==> src/rtl/sy_pkg.sv <==
`default_nettype none
// ============================================================================
// Module   : sy_pkg
// Purpose  : Shared types and constants for the writeback arbitration path:
//            unit ids, writeback port count, register/data widths.
// Revision : 1.0  initial release
// ============================================================================
package sy_pkg;

  // Requester count and writeback port count
  localparam int NUM_REQ     = 5;
  localparam int NUM_WB_PORT = 2;

  // Physical register index width and datapath width
  localparam int PHY_REG_WTH = 7;
  localparam int XLEN        = 64;

  // Width of the source-unit id carried with each writeback
  localparam int WB_SRC_WTH  = 3;

  // Execution-unit ids; these also fix the requester slot order
  typedef enum logic [WB_SRC_WTH-1:0] {
    WB_ALU = 3'd0,
    WB_CSR = 3'd1,
    WB_LSU = 3'd2,
    WB_MDU = 3'd3,
    WB_FPU = 3'd4
  } wb_src_e;

  // One writeback port's worth of payload
  typedef struct packed {
    logic                   valid;
    logic [PHY_REG_WTH-1:0] idx;
    logic                   is_fp;
    logic [XLEN-1:0]        data;
    wb_src_e                src;
  } wb_port_t;

  // Only the LSU and the FPU can produce a floating-point destination
  function automatic logic unit_can_write_fp(input int unsigned unit);
    return (unit == int'(WB_LSU)) || (unit == int'(WB_FPU));
  endfunction

endpackage
`default_nettype wire

==> src/rtl/sy_ppl_rr_multi_grant.sv <==
`default_nettype none
// ============================================================================
// Module   : sy_ppl_rr_multi_grant
// Purpose  : Combinational N-of-M cyclic priority picker. Scans requesters
//            starting at the pointer, grants the first NUM_PORT that are
//            valid, assigns the k-th grant to port k, and returns the slot
//            after the last grant as the next pointer.
// Revision : 1.0  initial release
// ============================================================================
module sy_ppl_rr_multi_grant #(
  parameter int NUM_REQ  = 5,
  parameter int NUM_PORT = 2,
  parameter int PTR_WTH  = $clog2(NUM_REQ)
) (
  input  logic [NUM_REQ-1:0]          req_i,
  input  logic [PTR_WTH-1:0]          ptr_i,
  output logic [NUM_REQ-1:0]          gnt_o,
  output logic [NUM_PORT*NUM_REQ-1:0] sel_o,
  output logic [NUM_PORT-1:0]         port_vld_o,
  output logic [PTR_WTH-1:0]          nxt_ptr_o
);

  int w_cnt;
  int w_pos;

  // Walk the requesters in cyclic order from the pointer, handing out ports in order
  always_comb begin
    gnt_o      = '0;
    sel_o      = '0;
    port_vld_o = '0;
    nxt_ptr_o  = ptr_i;
    w_cnt      = 0;
    w_pos      = 0;
    for (int k = 0; k < NUM_REQ; k++) begin
      w_pos = (int'(ptr_i) + k) % NUM_REQ;
      for (int u = 0; u < NUM_REQ; u++) begin
        if ((u == w_pos) && req_i[u] && (w_cnt < NUM_PORT)) begin
          gnt_o[u] = 1'b1;
          for (int p = 0; p < NUM_PORT; p++) begin
            if (p == w_cnt) begin
              sel_o[p*NUM_REQ + u] = 1'b1;
              port_vld_o[p]        = 1'b1;
            end
          end
          nxt_ptr_o = PTR_WTH'((u + 1) % NUM_REQ);
          w_cnt     = w_cnt + 1;
        end
      end
    end
  end

endmodule
`default_nettype wire

==> src/rtl/sy_ppl_wb_arb.sv <==
`default_nettype none
// ============================================================================
// Module   : sy_ppl_wb_arb
// Purpose  : Shares the physical-register writeback ports between the ALU,
//            CSR, LSU, MDU and FPU. Round-robin grants up to NUM_WB_PORT
//            results per cycle and registers them onto the writeback ports
//            feeding the register file and scoreboard.
// Revision : 1.0  initial release
// ============================================================================
module sy_ppl_wb_arb #(
  parameter int NUM_REQ     = sy_pkg::NUM_REQ,
  parameter int NUM_WB_PORT = sy_pkg::NUM_WB_PORT,
  parameter int PHY_REG_WTH = sy_pkg::PHY_REG_WTH,
  parameter int XLEN        = sy_pkg::XLEN
) (
  input  logic                              clk_i,
  input  logic                              rst_i,
  input  logic                              flush_i,
  input  logic [NUM_REQ-1:0]                req_valid_i,
  output logic [NUM_REQ-1:0]                req_ready_o,
  input  logic [NUM_REQ*PHY_REG_WTH-1:0]    req_idx_i,
  input  logic [NUM_REQ-1:0]                req_is_fp_i,
  input  logic [NUM_REQ*XLEN-1:0]           req_data_i,
  output logic [NUM_WB_PORT-1:0]            wb_valid_o,
  output logic [NUM_WB_PORT*PHY_REG_WTH-1:0] wb_idx_o,
  output logic [NUM_WB_PORT-1:0]            wb_is_fp_o,
  output logic [NUM_WB_PORT*XLEN-1:0]       wb_data_o,
  output logic [NUM_WB_PORT*3-1:0]          wb_src_o
);

  import sy_pkg::*;

  localparam int PTR_WTH = $clog2(NUM_REQ);
  localparam int SRC_WTH = 3;

  logic [PTR_WTH-1:0]                 rr_q,       rr_d;
  logic [NUM_WB_PORT-1:0]             wb_valid_q, wb_valid_d;
  logic [NUM_WB_PORT*PHY_REG_WTH-1:0] wb_idx_q,   wb_idx_d;
  logic [NUM_WB_PORT-1:0]             wb_fp_q,    wb_fp_d;
  logic [NUM_WB_PORT*XLEN-1:0]        wb_data_q,  wb_data_d;
  logic [NUM_WB_PORT*SRC_WTH-1:0]     wb_src_q,   wb_src_d;

  logic [NUM_REQ-1:0]             w_gnt;
  logic [NUM_WB_PORT*NUM_REQ-1:0] w_sel;
  logic [NUM_WB_PORT-1:0]         w_port_vld;
  logic [PTR_WTH-1:0]             w_nxt_ptr;
  logic [NUM_REQ-1:0]             w_is_fp;
  logic                           w_collide;

  sy_ppl_rr_multi_grant #(
    .NUM_REQ  (NUM_REQ),
    .NUM_PORT (NUM_WB_PORT),
    .PTR_WTH  (PTR_WTH)
  ) u_pick (
    .req_i      (req_valid_i),
    .ptr_i      (rr_q),
    .gnt_o      (w_gnt),
    .sel_o      (w_sel),
    .port_vld_o (w_port_vld),
    .nxt_ptr_o  (w_nxt_ptr)
  );

  // Units without an FP destination cannot claim the FP file
  always_comb begin
    w_is_fp = '0;
    for (int u = 0; u < NUM_REQ; u++) begin
      w_is_fp[u] = req_is_fp_i[u] & unit_can_write_fp(u);
    end
  end

  // No handshake completes during reset or in a flush cycle
  assign req_ready_o = (rst_i && !flush_i) ? w_gnt : '0;

  // Steer each granted requester's payload onto its port; flush drops all grants
  always_comb begin
    wb_valid_d = '0;
    wb_idx_d   = '0;
    wb_fp_d    = '0;
    wb_data_d  = '0;
    wb_src_d   = '0;
    if (!flush_i) begin
      wb_valid_d = w_port_vld;
      for (int p = 0; p < NUM_WB_PORT; p++) begin
        for (int u = 0; u < NUM_REQ; u++) begin
          if (w_sel[p*NUM_REQ + u]) begin
            wb_idx_d[p*PHY_REG_WTH +: PHY_REG_WTH] = req_idx_i[u*PHY_REG_WTH +: PHY_REG_WTH];
            wb_fp_d[p]                             = w_is_fp[u];
            wb_data_d[p*XLEN +: XLEN]              = req_data_i[u*XLEN +: XLEN];
            wb_src_d[p*SRC_WTH +: SRC_WTH]         = SRC_WTH'(u);
          end
        end
      end
    end
  end

  // Pointer moves past the last grant; no grant leaves it in place; flush rewinds to ALU
  assign rr_d = flush_i ? '0 : w_nxt_ptr;

  // Writeback port and round-robin pointer registers
  always_ff @(posedge clk_i or negedge rst_i) begin
    if (!rst_i) begin
      rr_q       <= '0;
      wb_valid_q <= '0;
      wb_idx_q   <= '0;
      wb_fp_q    <= '0;
      wb_data_q  <= '0;
      wb_src_q   <= '0;
    end else begin
      rr_q       <= rr_d;
      wb_valid_q <= wb_valid_d;
      wb_idx_q   <= wb_idx_d;
      wb_fp_q    <= wb_fp_d;
      wb_data_q  <= wb_data_d;
      wb_src_q   <= wb_src_d;
    end
  end

  assign wb_valid_o = wb_valid_q;
  assign wb_idx_o   = wb_idx_q;
  assign wb_is_fp_o = wb_fp_q;
  assign wb_data_o  = wb_data_q;
  assign wb_src_o   = wb_src_q;

  // Two ports writing the same register in one cycle means renaming broke
  always_comb begin
    w_collide = 1'b0;
    for (int a = 0; a < NUM_WB_PORT; a++) begin
      for (int b = a + 1; b < NUM_WB_PORT; b++) begin
        if (wb_valid_d[a] && wb_valid_d[b] &&
            (wb_idx_d[a*PHY_REG_WTH +: PHY_REG_WTH] == wb_idx_d[b*PHY_REG_WTH +: PHY_REG_WTH]) &&
            (wb_fp_d[a] == wb_fp_d[b])) begin
          w_collide = 1'b1;
        end
      end
    end
  end

`ifndef SYNTHESIS
  a_no_dest_collision: assert property (@(posedge clk_i) disable iff (!rst_i) !w_collide);
`endif

endmodule
`default_nettype wire

==> config.mk <==
export PLATFORM = sky130hd
export DESIGN_NAME = sy_ppl_wb_arb
export DESIGN_NICKNAME = d
export VERILOG_FILES = /design/src/rtl/sy_pkg.sv /design/src/rtl/sy_ppl_rr_multi_grant.sv /design/src/rtl/sy_ppl_wb_arb.sv
export SDC_FILE = /design/constraint.sdc
export NUM_CORES = 1
export LEC_CHECK = 0
export CAP_MARGIN = 20
export CORE_AREA = 2 2 205 207
export DETAILED_ROUTE_END_ITERATION = 6
export DIE_AREA = 0 0 207 209
export PLACE_DENSITY = 0.64
export SLEW_MARGIN = 20
export SYNTH_ARGS = -nofsm -noshare
export SYNTH_HDL_FRONTEND = slang
export SYNTH_HIERARCHICAL = 1
export SYNTH_SLANG_ARGS = --single-unit
==> constraint.sdc <==
create_clock -name clk_i -period 27.5 [get_ports clk_i]
set_input_delay 5.5 -clock clk_i [delete_from_list [all_inputs] [get_ports clk_i]]
set_output_delay 5.5 -clock clk_i [all_outputs]
set_load 0.01 [all_outputs]
# Word level (Yosys, flattened, before mapping)

Index checks and enable logic that the tools add are counted.

Shift-type cells: 0
Divide/modulo/power cells: 5
Bitwise gates (word level): 0
Reductions and logical operators: 81
Muxes and demuxes: 282
Equality and inequality tests: 44
Add/subtract/negate cells: 27
Magnitude comparators: 24
$mul: 0

Operators by type and width:

| cell                                                         | count |
|---|---|
| logical NOT 32 bit                                           | 29 |
| equality test 2 x 32 -> 1 bit (first input constant)         | 28 |
| less-than comparator 32 x 3 -> 1 bit (second input constant) | 23 |
| 2-to-1 mux 32 bit                                            | 23 |
| adder 32 x 2 -> 32 bit (second input constant)               | 22 |
| 2-to-1 mux 64 bit                                            | 10 |
| equality test 3 x 32 -> 1 bit (first input constant)         | 10 |
| 2-to-1 mux 1 bit                                             | 177 |
| equality test 4 x 32 -> 1 bit (first input constant)         | 5 |
| modulo 32 x 4 -> 32 bit (second input constant)              | 4 |
| 2-to-1 mux 128 bit                                           | 1 |
| 2-to-1 mux 3 bit                                             | 32 |
| 2-to-1 mux 7 bit                                             | 10 |
| 2-to-1 mux 2 bit                                             | 26 |
| logical AND 1 bit                                            | 50 |
| modulo 4 x 4 -> 32 bit (second input constant)               | 1 |
| nonzero test 26 bit                                          | 1 |
| 2-to-1 mux 14 bit                                            | 1 |
| adder 3 x 2 -> 4 bit (second input constant)                 | 2 |
| 2-to-1 mux 6 bit                                             | 1 |
| 2-to-1 mux 5 bit                                             | 1 |
| adder 3 x 1 -> 4 bit (second input constant)                 | 1 |
| adder 3 x 3 -> 4 bit (second input constant)                 | 1 |
| adder 1 x 1 -> 2 bit (second input constant)                 | 1 |
| 3 further kinds                                              | 3 |

Register bits after elaboration: 155
Logic and storage cells: 469
Input port bits: 368
Bits in read-only memories: 0
Output and inout bits: 157
RAM bits: 0
Bits in latches: 0
Memories: 0

# Logic depth before layout (Yosys ltp)

Gate-level depths: netlist of the first run.

Word-level depth: 78
Depth in mapped cells: 106
Depth with buffers taken out: 101

# Cells and area by module

Netlist of the first run, hierarchy kept.

By module, submodules not included:

| module                | area each (um2) | cells an instance | sequential area each (um2) | times used |
|---|---|---|---|---|
| sy_ppl_wb_arb         | 10359.9         | 941               | 3878.7                     | 1 |
| sy_ppl_rr_multi_grant | 4758.3          | 679               | 0.0                        | 1 |

# Worst setup path before layout of the first run

Ideal clock, no wire load.

Path type: input port to output port
From: in req_valid_i[0]
To: out req_ready_o[0]
Required time: 22.000 ns
Buffers on the path: 2
Stages: 79
Setup slack: 1.342 ns
Data arrival time: 20.658 ns
Cells stage by stage: clkbuf_1 nand3_1 inv_1 ha_1 nor2_1 fa_1 or3b_2 a21oi_1 o211a_1 o2bb2ai_2 ha_1 o21a_1 ha_1 nor4_1 nor2_1 ha_1 a2bb2oi_1 nor3_1 (+43 left out) o21a_1 ha_1 o21a_1 nor2_1 nor2_1 ha_1 nand3b_1 a21oi_1 o21bai_1 nor2_1 nor2_1 ha_1 inv_1 o21ai_0 nand3_1 nor3_1 or4_1 and2_1

Longest elaborated chain between the ends: 63
Elaborated cells between the ends (all ways): 90

RTL lines:

| element                              | line                        | RTL |
|---|---|---|
| start, declared                      | sy_ppl_wb_arb.sv:19         | `input logic [NUM_REQ-1:0] req_valid_i,` |
| logical AND 1 bit                    | sy_ppl_rr_multi_grant.sv:37 | `if ((u == w_pos) && req_i[u] && (w_cnt < NUM_PORT)) begin` |
| 2-to-1 mux 1 bit                     | sy_ppl_rr_multi_grant.sv:37 |  |
| less-than comparator 1 x 2 -> 1 bit  | sy_ppl_rr_multi_grant.sv:37 |  |
| logical AND 1 bit                    | sy_ppl_rr_multi_grant.sv:37 |  |
| 2-to-1 mux 32 bit                    | sy_ppl_rr_multi_grant.sv:37 |  |
| less-than comparator 32 x 3 -> 1 bit | sy_ppl_rr_multi_grant.sv:37 |  |
| logical AND 1 bit                    | sy_ppl_rr_multi_grant.sv:37 |  |
| 2-to-1 mux 32 bit                    | sy_ppl_rr_multi_grant.sv:37 |  |
| (+48 left out)                       | n/a                         |  |
| less-than comparator 32 x 3 -> 1 bit | sy_ppl_rr_multi_grant.sv:37 |  |
| logical AND 1 bit                    | sy_ppl_rr_multi_grant.sv:37 |  |
| 2-to-1 mux 32 bit                    | sy_ppl_rr_multi_grant.sv:37 |  |
| less-than comparator 32 x 3 -> 1 bit | sy_ppl_rr_multi_grant.sv:37 |  |
| logical AND 1 bit                    | sy_ppl_rr_multi_grant.sv:37 |  |
| 2-to-1 mux 1 bit (*)                 | sy_ppl_rr_multi_grant.sv:37 |  |
| via w_gnt[0]                         | sy_ppl_wb_arb.sv:43         | `logic [NUM_REQ-1:0] w_gnt;` |
| 2-to-1 mux 5 bit (*)                 | sy_ppl_wb_arb.sv:72         | `assign req_ready_o = (rst_i && !flush_i) ? w_gnt : '0;` |
| end, declared                        | sy_ppl_wb_arb.sv:20         | `output logic [NUM_REQ-1:0] req_ready_o,` |

The timed path passes the listed nets; every way through them passes the cells marked *.

# Final worst setup path of the first run

From: in req_valid_i[1]
To: out req_ready_o[0]

Longest elaborated chain between the ends: 61
Elaborated cells between the ends (all ways): 85

RTL lines:

| element                              | line |
|---|---|
| logical AND 1 bit (2 in series)      | sy_ppl_rr_multi_grant.sv:37 |
| 2-to-1 mux 32 bit                    | sy_ppl_rr_multi_grant.sv:37 |
| less-than comparator 32 x 3 -> 1 bit | sy_ppl_rr_multi_grant.sv:37 |
| logical AND 1 bit                    | sy_ppl_rr_multi_grant.sv:37 |
| 2-to-1 mux 32 bit                    | sy_ppl_rr_multi_grant.sv:37 |
| less-than comparator 32 x 3 -> 1 bit | sy_ppl_rr_multi_grant.sv:37 |
| logical AND 1 bit                    | sy_ppl_rr_multi_grant.sv:37 |
| 2-to-1 mux 32 bit                    | sy_ppl_rr_multi_grant.sv:37 |
| (+45 left out)                       | n/a |
| less-than comparator 32 x 3 -> 1 bit | sy_ppl_rr_multi_grant.sv:37 |
| logical AND 1 bit                    | sy_ppl_rr_multi_grant.sv:37 |
| 2-to-1 mux 32 bit                    | sy_ppl_rr_multi_grant.sv:37 |
| less-than comparator 32 x 3 -> 1 bit | sy_ppl_rr_multi_grant.sv:37 |
| logical AND 1 bit                    | sy_ppl_rr_multi_grant.sv:37 |
| 2-to-1 mux 1 bit (*)                 | sy_ppl_rr_multi_grant.sv:37 |
| via w_gnt[0]                         | sy_ppl_wb_arb.sv:43 |
| 2-to-1 mux 5 bit (*)                 | sy_ppl_wb_arb.sv:72 |

Marked as above.

==> summary.md, run 1 <==
After detailed routing, the average wire length per cell comes to 29.46 um. Max-cap violations in this run came to 0. The worst reg2reg path startpoint was rr_q[1]. Placer's final routability congestion estimate: 0.9624. In this run the remaining antenna-violating nets after routing total 0. After detailed routing, the number of remaining DRC violations is 0. The type of destination of the critical path was a primary output. The critical path depth in cells is 81, and the ratio of cells with drive above 1 in the final layout is 19.28%. Initial antenna violation count: 10.

The final critical-path share of the clock period was 96.86%. Die span in x: 207 um. For the number of pins exceeding their max-slew limit in the final report, the log shows 0. In this run the worst setup path begins at req_valid_i[1]. The cell area after synthesis is 0.01512 mm2. The first global-routing pass estimated 113,500 um of wire. The logs give 80 for the largest net degree at the start of global routing and 36.62% for the starting density of the core. In this run the worst setup path terminates at req_ready_o[0].

The worst path buffer plus inverter count was 9; the area of the die was 0.04326 mm2. The total vias in the final route is 16,817. The initialized floorplan defines 75 standard-cell rows. When the netlist entered floorplanning its net count stood at 2,078. Global routing used 35.07% of the available tracks across all layers. The actual transition at the worst max-transition pin was 1.201 ns; the source-to-sink clock delay at the later pin of the worst-skew pair was 0.47 ns.

Final clock skew: 0.01135 ns. Clock tree synthesis found a total of 155 sinks. Along the worst path, the maximum fanout reaches 3.

For this run, the leading register cell type out of synthesis is sky130_fd_sc_hd__dfrtp_1. The worst setup path is of the in2out kind. The placed instance count is 2,651. The run gives 21.14 ns as the arrival time at the worst endpoint.

Die height: 209 um. The tools report the kind of start point of the critical path as a primary input. The largest delay contributor family on the critical path was adder cells.

The final critical-path required period is 26.64 ns, and the sequential fraction of the synthesis area is 25.66%. The first detailed-routing pass took 6 iterations. TritonCTS built the clock tree. The flow ran to the end, and the final reports show no timing, DRC or antenna violations.

The count of buffers added on input and output ports is 521. Leaving out filler cells and counting taps, the final layout contains 2,688. The worst hold path begins at rr_q[0]. 525 I/O pins were placed. The biggest cell delay along the critical path works out to 0.56 ns. In this run the critical register-to-register path is captured at wb_data_o[8].

Summed over all nets, the half-perimeter wirelength after detailed placement is 57,710 um. The slack of the worst reg-to-reg path is 6.30 ns. For the worst setup path, the data required time is 22.00 ns. At the end of the flow, the number of nets in the layout was 2,589. The total overflow left after global routing is 0. The floorplan step defined a core boundary enclosing 0.04129 mm2. The tools report the number of distinct library cell variants in the gate-level netlist after synthesis as 97.

Slowest library cell on the worst path: sky130_fd_sc_hd__or4_1. The class of the worst hold path is reg2reg. The total of endpoints with negative setup slack in the final report was 0; the relative slew slack was 19.76%.

The first routing iteration left 1,889 violations. For this run, asynchronously set or reset flops after synthesis account for 100.0%. The number of hold violations in the final report was 0. The number of H-tree levels came out at 4. Measured in cells, the most critical reg-to-reg path has a length of 98. The tools report the clock root buffer master as sky130_fd_sc_hd__clkbuf_16. The worst-case clock buffer depth is 2. Number of buffers created by CTS: 17. The most numerous cell type found on the critical path is sky130_fd_sc_hd__ha_1. Yosys mapped a number of flops with a built-in enable equal to 0. Compared with the post-synthesis result, the final layout area differs by 42.82%. The Yosys step of the flow raised 6 warnings. The number of vias per cell after detailed routing is 6.256. For this block, the routed nets add up to 79,190 um of wire. Timing would allow up to 37.54 MHz. The post-synthesis register bit count was 155. The clock-pin slew of the registers on the worst-case setup and hold paths was 0.07 ns. In the synthesized netlist, the number of instances is 1,620. The via count of the first global-routing pass is 16,333, and the filler cell count is 3,748. A synthesized cell averages 9.332 um2.
==> layout make-up <==
class,instances,area (um2),area share [%]
inverters,81,304.0,1.408
flip-flops and latches,155,3879,17.96
clock buffers,19,452.9,2.098
diodes,7,17.52,0.08113
multi-input cells,1241,9981,46.22
clock inverters,11,143.9,0.6664
well taps,539,674.4,3.123
repair buffers,635,6140,28.43
==> repair_timing <==
action | in CTS | in global routing
hold buffers | 0 | 0
setup buffers | 0 | 0
gates resized for setup | 0 | 19
endpoints found under the setup margin | 0 | 5
==> stage by stage <==
step           hold slack [ns]  setup slack (ns)  area [um2]    TNS (ns)  utilization [%]
2_1_floorplan            1.246             1.342       15120           0                -
3_3_place_gp             1.564            0.8243       20900           0            50.62
3_5_place_dp             1.576            0.7018       20900           0            50.62
4_1_cts                  1.587            0.5813       21500           0            52.07
5_1_grt                  1.671        -0.0008740       21590  -0.0008740            52.29
6_report                 1.608            0.8647       21590           0            52.29
==> metal layers <==
layer  GRT usage (%)  wire length, um
met1           47.53            33270
met2           51.53            34290
met3           11.86             8696
met4           13.00             2902
met5               0               21
==> worst min-delay path by stage <==
stage          depth (start not counted)  slack, ns             to
2_1_floorplan                          6       1.25  wb_valid_o[1]
3_3_place_gp                           7       1.56        rr_q[2]
3_5_place_dp                           7       1.58        rr_q[2]
4_1_cts                                7       1.59        rr_q[2]
5_1_grt                                7       1.67        rr_q[2]
6_report                               7       1.61        rr_q[2]
==> worst register-to-register path: cells and delay by family, from the launching register on <==
kind / cells / cell delay (ns)
flip-flops: 1 / 0.61
AO/OA/AOI/OAI: 27 / 5.45
AND/OR/NAND/NOR: 35 / 5.70
multiplexers: 2 / 0.36
buffers and inverters: 11 / 1.67
adder cells (fa/ha/maj): 23 / 7.22
==> registers in the layout, summed over array words and instances (netlist names) <==
signal / count
rr_q: 3
wb_src_o: 6
wb_data_o: 128
wb_is_fp_o: 2
wb_valid_o: 2
wb_idx_o: 14
==> cells in the mapped netlist (all sizes together), types with 7 or more instances <==
cell type,instances,area share (%)
clkbuf,19,0.47
dfrtp,155,26
xor2,8,0.56
o21a,7,0.35
o211ai,9,0.57
and3,11,0.46
a311oi,7,0.45
a31oi,8,0.33
nor2,60,1.5
mux2i,7,0.46
a211oi,10,0.53
nand2b,14,0.58
o21ai,31,1.0
a21oi,32,1.1
buf,124,6.8
and2,15,0.62
nor2b,84,3.5
a221o,7,0.46
xnor2,18,1.2
o22ai,147,6.1
o31ai,145,9.1
or2,12,0.50
nor3,28,1.0
nand3,37,1.2
nor4,7,0.43
nand2,188,4.7
a221oi,144,14
inv,80,2.0
ha,89,7.4
==> cell usage in the layout (no fill, tap or decap), types with 17 or more instances in the layout <==
master	count
sky130_fd_sc_hd__inv_1	74
sky130_fd_sc_hd__nor2b_1	80
sky130_fd_sc_hd__clkdlybuf4s50_1	518
sky130_fd_sc_hd__a21oi_1	29
sky130_fd_sc_hd__o31ai_1	87
sky130_fd_sc_hd__o31ai_2	58
sky130_fd_sc_hd__buf_4	109
sky130_fd_sc_hd__clkbuf_16	17
sky130_fd_sc_hd__nor3_1	21
sky130_fd_sc_hd__o21ai_0	27
sky130_fd_sc_hd__ha_1	89
sky130_fd_sc_hd__nor2_1	56
sky130_fd_sc_hd__dfrtp_1	155
sky130_fd_sc_hd__o22ai_1	147
sky130_fd_sc_hd__nand3_1	36
sky130_fd_sc_hd__a221oi_2	138
sky130_fd_sc_hd__nand2_1	188
==> cells by family after synthesis <==
family	synth area share (%)
adder cells (fa/ha/maj)	7.498
buffers and inverters	9.236
flip-flops	25.66
AO/OA/AOI/OAI	38.02
AND/OR/NAND/NOR	16.97
XOR/XNOR	1.937
multiplexers	0.6869
Power of run 1 is not shown: default switching activity piles up to over one toggle a cycle in this logic, so the estimate is an artifact.
==> inputs of run 2 (changes only) <==
- CELL_PAD_IN_SITES_DETAIL_PLACEMENT: not set -> 1
- CELL_PAD_IN_SITES_GLOBAL_PLACEMENT: not set -> 2
- CORE_AREA: 2 2 205 207 -> not set
- CORE_ASPECT_RATIO: not set -> 1.75
- CORE_MARGIN: not set -> 8
- CORE_UTILIZATION: not set -> 27
- DIE_AREA: 0 0 207 209 -> not set
- PLACE_DENSITY: 0.64 -> 0.78
- SKIP_LAST_GASP: not set -> 1
==> run 2 against run 1 <==
  * Critical path depth rose by 1
  * Die area rose by 48%
  * Via count rose by 0.42%
  * Global-route usage fell by 6.7 points
  * Final area rose by 2.2%
  * Register-to-register slack improved by 0.03 ns
  * First-iteration DRC count fell by 48%
  * Clock-buffer cell count fell by 1
  * Non-clock buffer count rose by 22
  * Maximum frequency rose by 0.24%
  * Sequential cell count did not move
  * Highest routed layer unchanged
==> summary.md, run 2 (synthesized netlist as in run 1, its figures left out) <==
Commonest non-fill, non-tap cells in the layout: 518 x sky130_fd_sc_hd__clkdlybuf4s50_1, 188 x sky130_fd_sc_hd__nand2_1, 154 x sky130_fd_sc_hd__dfrtp_1 (was 518 x sky130_fd_sc_hd__clkdlybuf4s50_1, 188 x sky130_fd_sc_hd__nand2_1, 155 x sky130_fd_sc_hd__dfrtp_1). The first-pass iteration count of the detailed router came out at 4 (was 6). For the final non-filler cell area, the log shows 0.02206 mm2 (was 0.02159 mm2). The starting density of the core was 27.08% (was 36.62%). The worst-path maximum fanout was 3 (unchanged). The final clock skew is 0.01720 ns (was 0.01135 ns). The die height was 329.0 um (was 209 um); the global-route wire length before repair was 133,500 um (was 113,500 um).

All-layer global routing usage: 28.33% (was 35.07%). Relative slew slack: 26.57% (was 19.76%). The class of the worst hold path is reg2reg (unchanged). The filler cell count was 6,426 (was 3,748). The final critical-path required period was 26.57 ns (was 26.64 ns); the final routed wirelength across all metal layers was 94,820 um (was 79,190 um). The logs give 0.9708 (was 0.9624) for the placer's final routability congestion estimate and 0.009966 mm2 (was 0.009981 mm2) for the multi-input gate area in the final layout. The post-detailed-route wirelength per cell was 32.75 um (was 29.46 um); the number of H-tree levels was 4 (unchanged).

The run gives 0.45 ns (was 0.47 ns) as the source-to-sink clock delay at the later pin of the worst-skew pair. Cell repeated most along the worst path: sky130_fd_sc_hd__ha_1 (unchanged). The type of the worst setup path was in2out (unchanged). The initial antenna violation count was 29 (was 10); the cell area reported after detailed placement was 0.02127 mm2 (was 0.02090 mm2).

Total I/O pin count: 525 (unchanged). The flow ran to the end, and the final reports show no timing, DRC or antenna violations. The number of rows created at floorplan came out at 115 (was 75).

For the achievable clock frequency, the log shows 37.63 MHz (was 37.54 MHz). The number of routed nets with antenna violations was 0 (unchanged). Slowest library cell on the worst path: sky130_fd_sc_hd__clkdlybuf4s50_1 (was sky130_fd_sc_hd__or4_1). TritonCTS built the clock tree.

The final critical-path share of the clock period is 96.63% (was 96.86%), and the max-cap check violation count is 0 (unchanged). The via count of the first global-routing pass came out at 17,890 (was 16,333). The area taken by flip-flops and latches came out at 0.003880 mm2 (was 0.003879 mm2). Biggest cell delay along the critical path: 0.57 ns (was 0.56 ns). The run gives 2,611 (was 2,589) as the net count of the finished layout. Most common cell after layout, fill and taps aside: sky130_fd_sc_hd__clkdlybuf4s50_1 (unchanged). The die span in x was 194.9 um (was 207 um); the area of the die was 0.06412 mm2 (was 0.04326 mm2). Area of the core region: 0.05583 mm2 (was 0.04129 mm2).

The tools report the number of hold violations in the final report as 0 (unchanged). The arrival time at the worst endpoint was 21.07 ns (was 21.14 ns). The quantity of I/O buffers inserted on ports is 521 (unchanged), and the area added between synthesis and finish is 45.91% (was 42.82%). Overflow left after global routing: 0 (unchanged). The number of flip-flops under the largest register name was 128 (unchanged); the ratio of cells with drive above 1 in the final layout was 20.04% (was 19.28%).

The clock-pin slew of the registers on the worst-case setup and hold paths was 0.08 ns (was 0.07 ns); the total of endpoints with negative setup slack in the final report was 0 (unchanged). The post-detailed-route DRC marker count was 0 (unchanged). The total vias in the final route is 16,887 (was 16,817), and the number of vias per cell after detailed routing is 5.833 (was 6.256). The clock root buffer master is sky130_fd_sc_hd__clkbuf_16 (unchanged). The kind of start point of the critical path was a primary input (unchanged). For the number of buffers created by CTS, the log shows 17 (unchanged). Type of destination of the critical path: a primary output (unchanged). The clock net sink count was 155 (unchanged); the actual transition at the worst max-transition pin was 1.101 ns (was 1.201 ns).

The worst-case clock buffer depth came out at 2 (unchanged). For the required time at the worst-slack endpoint, the log shows 22.00 ns (about the same). For the post-detailed-placement half-perimeter wirelength, the log shows 72,930 um (was 57,710 um).

The number of DRC markers after the initial detailed-route iteration is 986 (was 1,889), and the number of pins exceeding their max-slew limit in the final report is 0 (unchanged). The largest net degree at the start of global routing is 137 (was 80).
run 2: final cells by class:
cell class | count | area share, %
Multi-Input combinational cell | 1241 | 45.18
Antenna cell | 27 | 0.3063
Inverter | 81 | 1.378
Clock buffer | 18 | 1.991
Sequential cell | 155 | 17.59
Clock inverter | 14 | 0.7884
Timing Repair Buffer | 657 | 28.79
Tap cell | 702 | 3.982
run 2: repair_timing:
item,in CTS,in global routing
hold buffers,0,0
endpoints found under the setup margin,0,5
buffers inserted,0,4
resized for setup,0,13
run 2: path summary, 6_finish.rpt:
path / from / slack (ns) / cells after the start / to
worst max register to register: rr_q[1] / 6.33 / 104 / wb_data_o[42]
worst min register to register: rr_q[0] / 1.63 / 7 / rr_q[2]
max in group asynchronous: rst_i / 21.07 / 2 / wb_data_o[123]
min in group asynchronous: rst_i / 5.00 / 1 / wb_data_o[22]
worst min-delay path: rr_q[0] / 1.63 / 7 / rr_q[2]
worst max-delay path: req_valid_i[1] / 0.93 / 82 / req_ready_o[2]
run 2: critical path, delay by kind of cell:
| family | cells | cell delay [ns] |
|---|---|---|
| mux | 1 | 0.12 |
| buf+inv | 10 | 1.65 |
| simple gates | 35 | 5.33 |
| xor+xnor | 2 | 0.42 |
| fa+ha+maj | 16 | 4.60 |
| compound gates | 18 | 3.44 |
run 2: stage by stage:
stage	TNS, ns	setup slack, ns	std cells	utilization [%]	hold WS [ns]
after floorplan	0	1.342	1620	-	1.246
after global placement	0	0.8554	2830	38.08	1.631
after detailed placement	0	0.4467	2831	38.09	1.628
after CTS	0	0.4043	2863	39.19	1.654
after global routing	-0.03182	-0.02851	2889	39.48	1.742
final	0	0.9279	2895	39.51	1.634
run 2: routing by layer:
layer  vias to the layer above  share of wire (%)  track usage (%)
li1                       7326                  -                -
met1                      8581                 37            30.69
met2                       783                 50            49.87
met3                       189                6.9            6.401
met4                         8                6.2            17.22
met5                         -              0.059                0
Power of run 2 is left out for the same reason.
